File: src/rtl/cover_toggle_scheduler.sv
// cover_toggle_scheduler: serialises newly covered toggle points as global cover indices
module cover_toggle_scheduler #(
    parameter int          WIDTH       = 36,
    parameter logic [63:0] COVER_INDEX = 64'd0,
    parameter logic [63:0] COVER_TOTAL = 64'd38253,
    parameter int          CNT_W       = $clog2(WIDTH + 1)
) (
    input  logic             clock,
    input  logic             reset,
    input  logic [WIDTH-1:0] valid,
    output logic             out_valid,
    input  logic             out_ready,
    output logic [63:0]      out_index,
    input  logic             clear_req,
    output logic             clear_done,
    output logic [CNT_W-1:0] covered_cnt
);
    localparam int SEL_W = WIDTH > 1 ? $clog2(WIDTH) : 1;

    typedef enum logic [1:0] {IDLE, SEND, CLRWAIT, CLEAR} state_t;

    state_t             state_q, state_d;
    logic [WIDTH-1:0]   pending_q, pending_d, covered_q, covered_d;
    logic [SEL_W-1:0]   sel_q, sel_d;
    logic               out_valid_q, out_valid_d, clear_done_q, clear_done_d;
    logic [63:0]        out_index_q, out_index_d;
    logic [CNT_W-1:0]   cnt_q, cnt_d;
    logic [WIDTH-1:0]   offered, accepted, rest;
    logic               hs, do_clear;

    if (COVER_INDEX + 64'(WIDTH) > COVER_TOTAL) begin : g_range_err
        $error("cover_toggle_scheduler: COVER_INDEX+WIDTH exceeds COVER_TOTAL");
    end

    function automatic logic [SEL_W-1:0] lowest(input logic [WIDTH-1:0] v);
        lowest = '0;
        for (int i = WIDTH - 1; i >= 0; i--) if (v[i]) lowest = SEL_W'(i);
    endfunction

    always_comb begin
        offered      = out_valid_q ? (WIDTH'(1) << sel_q) : '0;
        hs           = out_valid_q & out_ready;
        accepted     = hs ? offered : '0;
        rest         = pending_q & ~offered;
        state_d      = state_q;
        sel_d        = sel_q;
        out_valid_d  = out_valid_q;
        out_index_d  = out_index_q;
        clear_done_d = 1'b0;
        do_clear     = 1'b0;
        covered_d    = covered_q | accepted;
        // the offered bit is already in flight, so a repeat hit on it must not re-arm it
        pending_d    = (pending_q | (valid & ~covered_q & ~offered)) & ~accepted;
        cnt_d        = cnt_q + CNT_W'(hs);
        case (state_q)
            IDLE: begin
                if (clear_req) do_clear = 1'b1;
                else if (|pending_q) begin
                    sel_d       = lowest(pending_q);
                    out_index_d = COVER_INDEX + 64'(lowest(pending_q));
                    out_valid_d = 1'b1;
                    state_d     = SEND;
                end
            end
            SEND: begin
                if (clear_req && hs) do_clear = 1'b1;
                else if (clear_req) state_d = CLRWAIT;
                else if (hs && |rest) begin
                    sel_d       = lowest(rest);
                    out_index_d = COVER_INDEX + 64'(lowest(rest));
                end else if (hs) begin
                    out_valid_d = 1'b0;
                    state_d     = IDLE;
                end
            end
            CLRWAIT: begin
                if (hs) begin
                    out_valid_d = 1'b0;
                    state_d     = CLEAR;
                end
            end
            default: do_clear = 1'b1;
        endcase
        if (do_clear) begin
            covered_d    = '0;
            pending_d    = '0;
            cnt_d        = '0;
            out_valid_d  = 1'b0;
            clear_done_d = 1'b1;
            state_d      = IDLE;
        end
    end

    always_ff @(posedge clock) begin
        if (reset) begin
            state_q      <= IDLE;
            pending_q    <= '0;
            covered_q    <= '0;
            sel_q        <= '0;
            out_valid_q  <= 1'b0;
            out_index_q  <= '0;
            clear_done_q <= 1'b0;
            cnt_q        <= '0;
        end else begin
            state_q      <= state_d;
            pending_q    <= pending_d;
            covered_q    <= covered_d;
            sel_q        <= sel_d;
            out_valid_q  <= out_valid_d;
            out_index_q  <= out_index_d;
            clear_done_q <= clear_done_d;
            cnt_q        <= cnt_d;
        end
    end

    assign out_valid   = out_valid_q;
    assign out_index   = out_index_q;
    assign clear_done  = clear_done_q;
    assign covered_cnt = cnt_q;
endmodule

File: config.mk
export PLATFORM = sky130hd
export DESIGN_NAME = cover_toggle_scheduler
export DESIGN_NICKNAME = d
export VERILOG_FILES = /design/src/rtl/cover_toggle_scheduler.sv
export SDC_FILE = /design/constraint.sdc
export NUM_CORES = 1
export LEC_CHECK = 0
export BUFFER_PORTS_ARGS = -buffer_cell sky130_fd_sc_hd__buf_4
export CAP_MARGIN = 30
export CORE_MARGIN = 1
export CORE_UTILIZATION = 31
export CTS_CLUSTER_DIAMETER = 200
export DETAILED_ROUTE_END_ITERATION = 6
export SYNTH_ARGS = -nofsm -noshare
export SYNTH_HDL_FRONTEND = slang
export SYNTH_SLANG_ARGS = --single-unit
File: constraint.sdc
create_clock -name clock -period 7.4 [get_ports clock]
set_input_delay 1.48 -clock clock [delete_from_list [all_inputs] [get_ports clock]]
set_output_delay 1.48 -clock clock [all_outputs]
set_load 0.005 [all_outputs]
==> results.yml, run 1 <==
worst_setup_path:
  cp-start-kind: "flip-flop"
  critPathMaxFanout: 26
  worstReg2RegStart: "out_index[4]"
  path_buf_inv: 0
  cp_top_family: "simple AND/OR/NAND/NOR gates"
  critPathKind: "reg -> reg"
  end_kind: "flip-flop"
  slowest_stage: "and3b_1"
  r2r_setup_slack_ns: 3.56
  required_ns: 7.68
  arrival_ns: 4.12
  crit_chain: "and3b_1, a41oi_1, nor4b_1, nor3b_2, nand4bb_1, o41ai_2, mux2i_1"
  worstSetupStartpoint: "out_index[4]"
  cpPeakStageDelay_ns: 0.86
global_routing:
  overflow: 0
  grt_max_degree: 77
  grt_use_total_pct: 18.0
  grt_pass1_wl_mm: 27.7
  antenna_found_initial: 0
  grt_pass1_vias: 5136
clocking:
  cts_buffers: 9
  cts_setup_buffers: 0
  htree_levels: 3
  clk_pin_slew_ns: 0.06
  clkLatencyLatePin_ns: 0.35
  tritoncts_num_sinks: 88
  clockBufferDepth: 2
  ctsRootBufferMaster: "clkbuf_16"
  cts_tree: "yes"
  holdBufCountCts: 0
  post_cts_resized: 0
power_and_ir_drop:
  leakage_uw: 0.00237
  powerDensity_nw_per_um2: 205
  p_total_uw: 1330
  ir_drop_v: 0.000112
floorplan:
  start_util_pct: 31.7
  die_h_um: 140
  core_area_um2: 18700
  fp.dieW_um: 140
  die_area_um2: 19700
  rows: 50
  io_pins: 112
synthesis:
  async_flop_share_pct: 0
  syn_inst: 804
  synth_top_area_share_pct: 29.8
  syn_area_per_cell_um2: 7.36
  yosys.cell_count.top_type: "nor2_1"
  synthFlopType: "dfxtp_1"
  synth_edf_count: 0
  synth_top_area_cell: "dfxtp_1"
  synthTopCellsByCount: "nor2_1, dfxtp_1, buf_4, a21oi_1, nand2_1"
  synth-seq-cells: 88
  synthesis.area_um2: 5920
  netlist_top_cells_area: "dfxtp_1, nor2_1, buf_4"
  yosysSeqAreaShare_pct: 29.8
  synthDistinctLibCells: 71
  yosysWarnings: 0
flow_run:
  cap_viol_max_count: 0
placed_design:
  globalplace.congestion: 0.929
  dp_hpwl_mm: 13.0
  portBuffers: 53
  pre_cts_slack_ns: 3.54
sta:
  fin_setup_tns_ns: 0
  hold_violations: 0
  period_minus_slack_ns: 3.84
  slew_headroom_pct: 29.9
  worst_pin_slew_ns: 1.04
  fin_skew_ns: 0.00605
  max_freq_mhz: 261
  rsz0062_at_grt: "false"
  drv_slew: 0
  setup_viol: 0
  fin_crit_sh_pct: 51.8
  setup_ws_ns: 3.56
drt:
  dr.max_layer_used: "met4"
  wl_mm: 17.8
  drtIter0Drc: 652
  wl_met1_mm: 8.24
  wl_met3_mm: 1.20
  avgRoutedWirePerCell_um: 16.9
  first_pass_iters: 5
  drcViolationCount: 0
  vias: 5810
  ant_nets: 0
  viasPerCell: 5.51
  routed-wl-met2_mm: 7.79
finish:
  final_nets: 863
  area_growth_pct: 10.1
  nFillCells: 2002
  insertedDiodeCount: 0
  drive_gt1_share_pct: 12.1
min_path:
  hold_class: "reg -> reg"
  hold_start: "covered_q[35]"
outcome:
  status: "complete, no violations"
flip-flops by register name, summed over array words and instances, names as in the netlist:
| register | flops |
|---|---|
| state_q | 2 |
| out_index | 6 |
| clear_done | 1 |
| pending_q | 36 |
| covered_cnt | 6 |
| covered_q | 36 |
| out_valid | 1 |
final cells by class:
| cell class | instances | area [µm²] | share of cell area [%] |
|---|---|---|---|
| clock buffers | 12 | 267 | 4.09 |
| clock inverters | 4 | 27.5 | 0.422 |
| inverters | 26 | 97.6 | 1.50 |
| multi-input cells | 629 | 3600 | 55.3 |
| flip-flops and latches | 88 | 1760 | 27.0 |
| well taps | 234 | 293 | 4.49 |
| repair buffers | 62 | 465 | 7.14 |
metrics by stage:
step           hold WS, ns  instances  util [%]  area (µm²)
2_1_floorplan        0.428        861         -        6130
3_3_place_gp         0.441       1039      33.3        6220
3_5_place_dp         0.448       1039      33.3        6220
4_1_cts              0.464       1055      34.8        6520
5_1_grt              0.479       1055      34.8        6520
6_report             0.460       1055      34.8        6520
cell usage in the layout, fill, tap and decap left out, types with 7 or more instances in the layout:
cell type / synthesis / final
o21ai_0: 42 / 42
inv_1: 24 / 24
nand2_1: 47 / 47
nand3b_1: 22 / 22
clkbuf_16: 0 / 9
nor2_1: 122 / 122
nand3_1: 32 / 32
a41oi_1: 10 / 10
dfxtp_1: 88 / 87
buf_4: 58 / 62
ha_1: 7 / 7
nor3_1: 20 / 20
nand4_1: 7 / 7
nor4_1: 16 / 16
nor2b_1: 15 / 15
and3_1: 7 / 7
a21oi_1: 54 / 54
mux2i_1: 25 / 25
conb_1: 1 / 58
a31oi_1: 32 / 32
a211oi_1: 9 / 9
report_power, final:
group / switching, µW / total (µW) / internal [µW]
Clock: 194 / 449 / 255
Combinational: 208 / 340 / 132
Sequential: 49.4 / 544 / 495
Total: 452 / 1330 / 882
routing by layer:
metal | vias up | global-route usage [%]
met2 | 245 | 27.0
li1 | 2800 | -
met5 | - | 0
met4 | 0 | 7.87
met1 | 2717 | 24.9
met3 | 48 | 3.49
path summary, 6_finish.rpt:
| path | end | cells past startpoint |
|---|---|---|
| max reg2reg | state_q[1] | 7 |
| min | covered_q[35] | 2 |
| min reg2reg | covered_q[35] | 2 |
| max | state_q[1] | 7 |
logic make-up (layout without fill, tap and decap cells):
logic type	Yosys count	after routing	share of synthesized area, %
compound gates	210	210	23.3
flops	88	88	29.8
simple gates	324	324	27.3
xor+xnor	4	4	0.592
mux	26	26	4.42
other cells	1	58	0.0633
buf+inv	144	104	13.1
fa+ha+maj	7	7	1.48
worst reg2reg max path: stages (launching register included):
cell and delay [ns]:
dfxtp_1 0.46, and3b_1 0.86, a41oi_1 0.39, nor4b_1 0.48, nor3b_2 0.35, nand4bb_1 0.47
o41ai_2 0.54, mux2i_1 0.22
Note: power is estimated with default switching activity, not from simulation.
==> run 2, diff against run 1 <==
- clock period: 7.4 -> 3.72 ns (I/O delays scaled with it)
==> run 2 against run 1 <==
  * Worst setup slack got worse by 3.0 ns
  * Fmax grew 22%
  * Clock power grew 100%
  * Die area unchanged
  * First-iteration DRC count fell by 6.7%
  * Largest cell class unchanged
==> results.yml, run 2 (synthesis gave the netlist of run 1 again) <==
sta:
  period_minus_slack_ns: 3.15
  max_freq_mhz: 317
  setup_viol: 0
  worst_pin_slew_ns: 0.874
  fin_setup_tns_ns: 0
  rsz0062_at_grt: "false"
  whs_ns: 0.458
  slew_headroom_pct: 41.2
  fin_skew_ns: 0.0104
  drv_slew: 0
  fin_crit_sh_pct: 84.7
  hold_violations: 0
drt:
  wl_mm: 19.2
  vias: 5896
  first_pass_iters: 6
  viasPerCell: 5.49
  drcViolationCount: 0
  avgRoutedWirePerCell_um: 17.9
  drtIter0Drc: 608
  ant_nets: 0
placed_design:
  dp_hpwl_mm: 14.3
  portBuffers: 53
  post_dp_cell_area_um2: 6370
  globalplace.congestion: 0.995
  dp_cells: 1057
floorplan:
  io_pins: 112
  core_area_um2: 18700
  fp.dieW_um: 140
  die_area_um2: 19700
  die_h_um: 140
  rows: 50
  start_util_pct: 31.7
clocking:
  htree_levels: 3
  clockBufferDepth: 2
  cts_setup_buffers: 0
  post_cts_resized: 0
  ctsRootBufferMaster: "clkbuf_16"
  tritoncts_num_sinks: 88
  cts_tree: "yes"
  clk_pin_slew_ns: 0.06
  cts_buffers: 9
  clkLatencyLatePin_ns: 0.36
  holdBufCountCts: 0
finish:
  reg.largest.list: "covered_q x36, pending_q x36"
  drive_gt1_share_pct: 13.7
  nFillCells: 1952
  fin_cells: 1073
  insertedDiodeCount: 0
  fin_area_um2: 6670
  final_common_cell: "nor2_1"
  area_growth_pct: 12.6
  multi_input_area_um2: 3600
  layout_common_cells: "nor2_1, dfxtp_1, buf_4"
  final_nets: 882
  regArea_um2: 1760
worst_setup_path:
  end_kind: "flip-flop"
  critPathMaxFanout: 13
  worstSetupStartpoint: "out_valid"
  worstReg2RegStart: "out_valid"
  required_ns: 3.97
  arrival_ns: 3.40
  cp-start-kind: "flip-flop"
  critPathKind: "reg -> reg"
global_routing:
  grt_max_degree: 77
  grt_pass1_wl_mm: 29.8
  antenna_found_initial: 0
  grt_use_total_pct: 19.7
  grt_pass1_vias: 5244
  overflow: 0
power_and_ir_drop:
  swShare_pct: 33.8
  p_clk_share_pct: 33.6
  p_total_uw: 2730
  power_frac_seq_pct: 40.2
  p_switching_uw: 925
  ir_drop_v: 0.000246
  combPwrFrac_pct: 26.2
  powerDensity_nw_per_um2: 410
  leakage_uw: 0.00246
  p_int_uw: 1810
flow_run:
  cap_viol_max_count: 0
min_path:
  hold_class: "reg -> reg"
  hold_start: "covered_q[35]"
outcome:
  status: "complete, no violations"
## run 2: metrics by stage
step	util (%)	worst slack, ns
5_1_grt	35.6	0.386
2_1_floorplan	-	1.09
3_3_place_gp	34.1	0.709
6_report	35.6	0.570
4_1_cts	35.6	0.668
3_5_place_dp	34.1	0.688
## run 2: power by group through the flow
stage	sequential (µW)	combinational, µW	clock (µW)
finish	1100	716	920
global route	1110	775	971
CTS	1100	704	937
detailed placement	1120	700	0
global placement	1110	706	0
floorplan	1040	546	0
## run 2: path summary, 6_finish.rpt
check,end,slack [ns],depth (start not counted)
min reg2reg,covered_q[35],0.46,2
max,out_index[1],0.57,8
min,covered_q[35],0.46,2
max reg2reg,out_index[1],0.57,8
## run 2: layout make-up
class | count | share of cell area, %
Clock buffer | 12 | 3.70
Clock inverter | 3 | 0.638
Inverter | 26 | 1.46
Multi-Input combinational cell | 629 | 54.1
Sequential cell | 88 | 26.5
Tap cell | 234 | 4.39
Timing Repair Buffer | 81 | 9.27
## run 2: worst max-delay path, stage by stage (launching register included)
cell	delay (ns)
dfxtp_1	0.49
and3b_1	0.58
a41oi_1	0.26
nor4b_1	0.46
nor3b_2	0.35
nand4bb_1	0.15
buf_4	0.20
a32o_1	0.25
a311oi_1	0.30
## run 2: routing by layer
metal  GRT usage [%]  part of all wire, %  vias to the layer above  wire length [µm]
met5               0                    0                        -                 0
li1                -                    -                     2834                 -
met4            11.0                  3.9                        0               757
met1            26.9                   47                     2758              8980
met2            29.5                   44                      257              8340
met3            2.91                  5.7                       47              1090
==> run 3, diff against run 2 <==
- clock period: 3.72 -> 2.5 ns (I/O delays scaled with it)
==> run 3 against run 2 <==
  * First-iteration DRC count is 6.6% higher
  * Cell count is 14% higher
  * Die area did not move
  * Hold slack worse by 0.076 ns
  * Highest routed layer unchanged
  * Critical path type unchanged
  * Critical path depth unchanged
  * Total power up 73%
  * Combinational power grew 140%
  * Sequential share of layout area decreased by 5.1 points
  * Non-clock buffer count is 151 higher
==> results.yml, run 3 (synthesis gave the netlist of run 1 again) <==
global_routing:
  grt_use_total_pct: 22.2
  grt_pass1_vias: 6092
  overflow: 0
  grt_pass1_wl_mm: 33.6
  grt_max_degree: 77
  antenna_found_initial: 0
placed_design:
  dp_hpwl_mm: 16.9
  dp_cells: 1196
  globalplace.congestion: 0.997
  pre_cts_slack_ns: -0.237
  portBuffers: 53
drt:
  wl_mm: 21.8
  ant_nets: 0
  first_pass_iters: 6
  viasPerCell: 5.39
  drcViolationCount: 0
  vias: 6597
  drtIter0Drc: 648
  avgRoutedWirePerCell_um: 17.8
sta:
  max_freq_mhz: 405
  fin_crit_sh_pct: 98.7
  rsz0062_at_grt: "true"
  hold_violations: 0
  setup_viol: 0
  slew_headroom_pct: 55.3
  worst_pin_slew_ns: 0.661
  drv_slew: 0
  fin_skew_ns: 0.0122
  fin_setup_tns_ns: 0
  setup_ws_ns: 0.0318
  period_minus_slack_ns: 2.47
clocking:
  tritoncts_num_sinks: 88
  clkLatencyLatePin_ns: 0.37
  cts_buffers: 9
  htree_levels: 3
  ctsRootBufferMaster: "clkbuf_16"
  cts_tree: "yes"
  holdBufCountCts: 0
  clk_pin_slew_ns: 0.07
  clockBufferDepth: 2
floorplan:
  core_area_um2: 18700
  die_area_um2: 19700
  start_util_pct: 31.7
  die_h_um: 140
  io_pins: 112
  rows: 50
  fp.dieW_um: 140
finish:
  final_nets: 1033
  area_growth_pct: 39.9
  insertedDiodeCount: 0
  reg.largest.list: "covered_q x36, pending_q x36"
  fin_cells: 1225
  final_common_cell: "buf_4"
  fin_util_pct: 44.3
  drive_gt1_share_pct: 32.6
  layout_common_cells: "buf_4, nor2_1, dfxtp_1"
power_and_ir_drop:
  leakage_uw: 0.00333
  p_total_uw: 4740
  powerDensity_nw_per_um2: 572
  ir_drop_v: 0.000356
worst_setup_path:
  critPathKind: "reg -> reg"
  end_kind: "flip-flop"
  required_ns: 2.78
  critPathMaxFanout: 9
  arrival_ns: 2.75
  cp-start-kind: "flip-flop"
min_path:
  hold_class: "in -> reg"
flow_run:
  cap_viol_max_count: 0
outcome:
  status: "complete, no violations"
[run 3: changes by cell type in the layout (fill, tap and decap cells not counted), sizes merged]
cell / before / now
buf: 80 / 232
clkinvlp: 1 / 2
bufinv: 1 / 2
clkbuf: 13 / 11
[run 3: power breakdown]
group / switching [µW] / internal, µW
registers: 72.8 / 1470
logic: 908 / 787
clock network: 604 / 902
[run 3: critical path, stage by stage, from the launching register on]
cell	delay, ns
dfxtp_2	0.34
buf_6	0.15
or4b_4	0.55
buf_4	0.17
nor2_4	0.13
o2bb2ai_2	0.13
a31oi_1	0.14
or4_4	0.53
a311oi_2	0.24
[run 3: layout make-up]
type | instances | area (µm²)
clock buffers | 11 | 243
clock inverters | 5 | 80.1
fillers | 1888 | 10400
inverters | 26 | 97.6
multi-input cells | 629 | 3960
flip-flops and latches | 88 | 1770
well taps | 234 | 293
repair buffers | 232 | 1840
[run 3: layer usage]
| metal | wire length (µm) | vias up | GRT usage [%] |
|---|---|---|---|
| met5 | 0 | - | 0 |
| met4 | 651 | 0 | 8.85 |
| met3 | 1230 | 43 | 3.90 |
| met2 | 10000 | 254 | 35.5 |
| met1 | 9930 | 3151 | 29.6 |
| li1 | - | 3149 | - |
[run 3: final timing paths]
kind / startpoint / cells past startpoint / slack, ns / to
worst max-delay path: out_index[1] / 8 / 0.03 / out_index[0]
worst min-delay path: reset / 2 / 0.38 / out_index[5]
worst max register to register: out_index[1] / 8 / 0.03 / out_index[0]
worst min register to register: covered_q[16] / 2 / 0.46 / covered_q[16]
[run 3: metrics by stage]
step                      hold slack (ns)  instance area, µm²
after floorplan                     0.428                6150
after global placement              0.437                7460
after detailed placement            0.447                7460
after CTS                           0.372                7910
after global routing                0.388                8290
final                               0.382                8290
[run 3: what timing repair did]
action                                  in CTS  in global routing
buffers inserted                             4                  9
cloned                                       0                  0
endpoints found under the setup margin       8                  9
pin swaps                                   10                 20
endpoints found under the hold margin        0                  0
resized for setup                           27                 59
